## config.mk

```make
export PLATFORM = sky130hd
export DESIGN_NAME = regfile_access_arbiter
export DESIGN_NICKNAME = d
export VERILOG_FILES = /design/src/rtl/regfile_access_arbiter.sv
export SDC_FILE = /design/constraint.sdc
export NUM_CORES = 1
export LEC_CHECK = 0
export CELL_PAD_IN_SITES_DETAIL_PLACEMENT = 0
export CELL_PAD_IN_SITES_GLOBAL_PLACEMENT = 1
export CORE_MARGIN = 3
export CORE_UTILIZATION = 20
export DETAILED_ROUTE_END_ITERATION = 8
export PLACE_DENSITY = 0.83
export RECOVER_POWER = 100
export REMOVE_ABC_BUFFERS = 1
export SLEW_MARGIN = 20
export SYNTH_ARGS = -nofsm -noshare
export SYNTH_HDL_FRONTEND = slang
export SYNTH_SLANG_ARGS = --single-unit
```

## constraint.sdc

```tcl
create_clock -name clock -period 3 [get_ports clock]
set_input_delay 0.9 -clock clock [delete_from_list [all_inputs] [get_ports clock]]
set_output_delay 0.9 -clock clock [all_outputs]
set_load 0.1 [all_outputs]
```

## src/rtl/regfile_access_arbiter.sv

```systemverilog
// Register-file write-port owner: post-reset clear sweep, then core/debug arbitration
// with bounded debug starvation and single-cycle debug reads through Read1.
module regfile_access_arbiter #(
   parameter int unsigned   NREGS        = 32,
   parameter int unsigned   AW           = 5,
   parameter int unsigned   DW           = 32,
   parameter logic [DW-1:0] INIT_VALUE   = '0,
   parameter int unsigned   STARVE_LIMIT = 4
) (
   input  logic          clock,
   input  logic          reset_n,
   input  logic [AW-1:0] core_rs1,
   input  logic          core_wr_valid,
   input  logic [AW-1:0] core_rd,
   input  logic [DW-1:0] core_wdata,
   output logic          core_wr_ready,
   output logic          core_stall,
   input  logic          dbg_req_valid,
   input  logic          dbg_req_write,
   input  logic [AW-1:0] dbg_req_addr,
   input  logic [DW-1:0] dbg_req_wdata,
   output logic          dbg_req_ready,
   output logic          dbg_rsp_valid,
   output logic [DW-1:0] dbg_rsp_rdata,
   output logic [AW-1:0] rf_Read1,
   input  logic [DW-1:0] rf_Data1,
   output logic [AW-1:0] rf_RD,
   output logic [DW-1:0] rf_WriteData,
   output logic          rf_RegWrite,
   output logic          init_done
);

   localparam int unsigned SW = $clog2(STARVE_LIMIT + 1);

   typedef enum logic {
      S_INIT = 1'b0,
      S_RUN  = 1'b1
   } state_e;

   state_e        state_q, state_d;
   logic [AW-1:0] sweep_q, sweep_d;
   logic [SW-1:0] starve_q, starve_d;
   logic          init_done_q, init_done_d;
   logic          rsp_valid_q, rsp_valid_d;
   logic [DW-1:0] rsp_rdata_q;
   logic          dbg_win;
   logic          core_win;
   logic          wr_en;

   // Next-state and combinational grant; RegWrite is gated by reset_n so nothing commits in reset
   always_comb begin
      state_d       = state_q;
      sweep_d       = sweep_q;
      starve_d      = starve_q;
      init_done_d   = init_done_q;
      rsp_valid_d   = 1'b0;
      dbg_win       = 1'b0;
      core_win      = 1'b0;
      wr_en         = 1'b0;
      core_wr_ready = 1'b0;
      core_stall    = 1'b1;
      dbg_req_ready = 1'b0;
      rf_Read1      = core_rs1;
      rf_RD         = sweep_q;
      rf_WriteData  = INIT_VALUE;

      case (state_q)
         S_INIT: begin
            wr_en   = 1'b1;
            sweep_d = sweep_q + AW'(1);
            if (sweep_q == AW'(NREGS - 1)) begin
               state_d     = S_RUN;
               init_done_d = 1'b1;
            end
         end
         S_RUN: begin
            core_stall   = 1'b0;
            rf_RD        = core_rd;
            rf_WriteData = core_wdata;
            dbg_win      = dbg_req_valid && (!core_wr_valid || starve_q == SW'(STARVE_LIMIT));
            core_win     = core_wr_valid && !dbg_win;
            if (dbg_win) begin
               dbg_req_ready = 1'b1;
               core_stall    = 1'b1;
               starve_d      = '0;
               if (dbg_req_write) begin
                  rf_RD        = dbg_req_addr;
                  rf_WriteData = dbg_req_wdata;
                  wr_en        = (dbg_req_addr != '0);
               end else begin
                  rf_Read1    = dbg_req_addr;
                  rsp_valid_d = 1'b1;
               end
            end else if (core_win) begin
               core_wr_ready = 1'b1;
               wr_en         = (core_rd != '0);
               if (dbg_req_valid && starve_q != SW'(STARVE_LIMIT)) begin
                  starve_d = starve_q + SW'(1);
               end
            end
            if (!dbg_req_valid) begin
               starve_d = '0;
            end
         end
         default: state_d = S_INIT;
      endcase

      rf_RegWrite = wr_en && reset_n;
   end

   always_ff @(posedge clock or negedge reset_n) begin
      if (!reset_n) begin
         state_q     <= S_INIT;
         sweep_q     <= AW'(1);
         starve_q    <= '0;
         init_done_q <= 1'b0;
         rsp_valid_q <= 1'b0;
         rsp_rdata_q <= '0;
      end else begin
         state_q     <= state_d;
         sweep_q     <= sweep_d;
         starve_q    <= starve_d;
         init_done_q <= init_done_d;
         rsp_valid_q <= rsp_valid_d;
         if (rsp_valid_d) begin
            rsp_rdata_q <= rf_Data1;
         end
      end
   end

   assign init_done     = init_done_q;
   assign dbg_rsp_valid = rsp_valid_q;
   assign dbg_rsp_rdata = rsp_rdata_q;

endmodule

```

==> impl_metrics.toml <==
[die]
rows = 39
die_width_um = 116.4
core_area_mm2 = 0.01166
die_area_mm2 = 0.01355
io_pins = 196
dieHeight_um = 116.4
start_util_pct = 20.91

[cells_and_area]
syn2layout_area_growth_pct = 134.2
fill_cells = 1058
n_antenna_cell = 0
fin_nets = 589
final_cell_mix = "clkdlybuf4s50_1, nand2_1, buf_4"
drive_above_1_share_pct = 49.36
layout_commonest_cell = "clkdlybuf4s50_1"

[cts]
clock_path_buffers = 2
cts_root_buf = "clkbuf_16"
cts_max_level = 2
clk_latency_ns = 0.28
cts_tree = "done"
numCtsBuffers = 5
clkSinkCount = 43
cts.clk_slew.worst_paths_ns = 0.06

[worst_setup_path]
critical-path-slowest-cell = "or3_4"
worst_setup_path_start_kind = "input port"
endpoint_kind = "output pin"
cpLargestDelayFamily = "simple AND/OR/NAND/NOR gates"
cp.required_ns = 2.10
slowest_delay_ns = 0.41
reg2reg_to = "dbg_rsp_rdata[24]$_DFFE_PN0P_"
reg2reg_depth = 7
path_cells = "buf_6 -> a21bo_4 -> nand2_2 -> or3_4 -> mux2_4 -> buf_12"
r2r_start = "starve_q[0]$_DFFE_PN0P_"
crit_buf_inv = 2
cp.depth = 6
crit_arrival_ns = 2.15
r2r_slack_ns = 0.89
worst-path-max-fanout = 6
critPathKind = "in -> out"

[power_and_ir_drop]
ir_worst_vdd_uv = 355.8
power.leakage_nw = 2.570
power_density_mw_per_mm2 = 554.3

[sta]
setup_viol = 11
setup_ws_ns = -0.05265
setup_tns_ns = -0.3774
drv_slew = 0
rsz0062_at_grt = "true"
tightest_slew_ns = 0.6928
fmax_ghz = 0.3276
skew_ns = 0.005868
final.period_utilization_pct = 101.8
hold_violations = 0
relSlewSlack_pct = 53.82
period_minus_slack_ns = 3.053

[yosys]
yosysWarningCount = 0
synthesis.area_mm2 = 0.002439
synth_cells = 256
ys_seq_area_share_pct = 44.18
synth-compound-area-share_pct = 10.42
async_flop_share_pct = 100.0
synth_edf_count = 0
synthSimpleGateAreaFrac_pct = 16.47
synth_seq_cells = 43
synth_fa_ha_area_share_pct = 2.052
avgSynthCellArea_um2 = 9.526
synth_top_family_by_area = "multiplexers"
synthMuxAreaShare_pct = 21.34
synth_cell_types = 33
synth_xor_area_share_pct = 1.077
synth_flop_cell = "dfrtp_1"

[placed_design]
numPortBuffers = 195
hpwlAfterDp_um = 7570
place_congestion = 0.7376
pre_cts_slack_ns = -0.5919

[status]
failed_checks = "setup timing"
status = "complete, but fails checks"

[global_routing]
grt_pass1_wl_um = 14750
grt.overflow.total = 0
grt_max_degree = 44
grt_pass1_vias = 2818
grt_usage_pct = 13.94
antenna_found_initial = 0

[drt]
detail_route.wirelength_um = 10360
first_pass_iters = 4
ant_nets = 0
routedWlPerCell_um = 16.89
vias_per_cell = 4.439
route.detailed.drc = 0
drt_iter0_markers = 119
dr_total_vias = 2721

[hold_path]
worstHoldStart = "init_done$_DFFE_PN0P_"
min_path_type = "reg -> reg"
hold_path_depth = 1
min_to = "init_done$_DFFE_PN0P_"

[run]
drv_cap = 0
## cell type report
cell class              instances  area, µm²  area share [%]
clock buffers                   6      128.9           2.256
clock inverters                 2      60.06           1.051
inverters                       5      18.77          0.3286
multi-input cells             191       1590           27.84
flip-flops and latches         43       1077           18.86
well taps                     143      178.9           3.133
repair buffers                223       2658           46.53
## state kept, by name, indices dropped and copies added, names as in the netlist
name / flops
dbg_rsp_rdata: 32
sweep_q: 5
starve_q: 3
dbg_rsp_valid: 1
init_done: 1
state_q: 1
## routing by layer
layer | global-route usage, % | share of wire (%) | wire, µm
met5 | 0 | 0 | 0
met2 | 26.39 | 57 | 5913
met3 | 2.073 | 5.0 | 520
met4 | 4.176 | 2.2 | 229
met1 | 16.06 | 36 | 3692
## through the flow
step	std cells	utilization, %	total power, mW	hold slack [ns]	cell area [µm²]
final	613	48.98	3.166	0.4538	5712
after global placement	594	42.90	2.404	0.4448	5004
after global routing	613	48.98	3.279	0.4899	5712
after CTS	612	47.45	3.167	0.4595	5534
after floorplan	239	-	1.834	0.4600	2349
after detailed placement	594	42.90	2.422	0.4461	5004
## synth_stat cells, types with 2 or more instances
cell type | n | share of area, %
nand2_1 | 79 | 12
dfrtp_1 | 42 | 43
a21oi_1 | 32 | 6.6
mux2_2 | 20 | 9.2
mux2_4 | 19 | 12
clkbuf_1 | 9 | 1.4
a31oi_1 | 6 | 1.5
nor2_1 | 6 | 0.92
ha_1 | 4 | 2.1
inv_1 | 4 | 0.62
buf_6 | 3 | 1.4
xnor2_1 | 3 | 1.1
a21o_1 | 2 | 0.62
and2_1 | 2 | 0.51
and3_1 | 2 | 0.51
buf_1 | 2 | 0.31
buf_2 | 2 | 0.41
nand3_1 | 2 | 0.41
o21ai_0 | 2 | 0.41
or4_1 | 2 | 0.62
## kinds of logic after synthesis
family / count (synthesis)
mux: 40
fa+ha+maj: 4
compound gates: 46
xor+xnor: 3
buf+inv: 22
simple gates: 98
flops: 43
## power by group
| part | internal (mW) | leakage [nW] | switching, mW |
|---|---|---|---|
| logic | 0.582 | 1.96 | 1.19 |
| clock network | 0.477 | 0.0911 | 0.205 |
| registers | 0.664 | 0.518 | 0.0476 |
## worst max-delay path by stage
stage	startpoint	end	slack [ns]
floorplan	core_wr_valid	rf_RegWrite	-1.62
global placement	core_wr_valid	rf_Read1[1]	-0.59
detailed placement	core_wr_valid	rf_Read1[2]	-0.59
CTS	core_wr_valid	rf_Read1[2]	-0.07
global route	core_rd[4]	rf_RegWrite	-0.1
finish	core_wr_valid	rf_Read1[2]	-0.05
## repair_timing
item / 4_1_cts / 5_1_grt
setup buffers: 6 / 1
pin swaps: 30 / 27
gates resized for setup: 94 / 41
hold buffers: 0 / 0
setup endpoints to repair: 45 / 45
cloned: 4 / 2
Note: power is estimated with default switching activity, not from simulation.
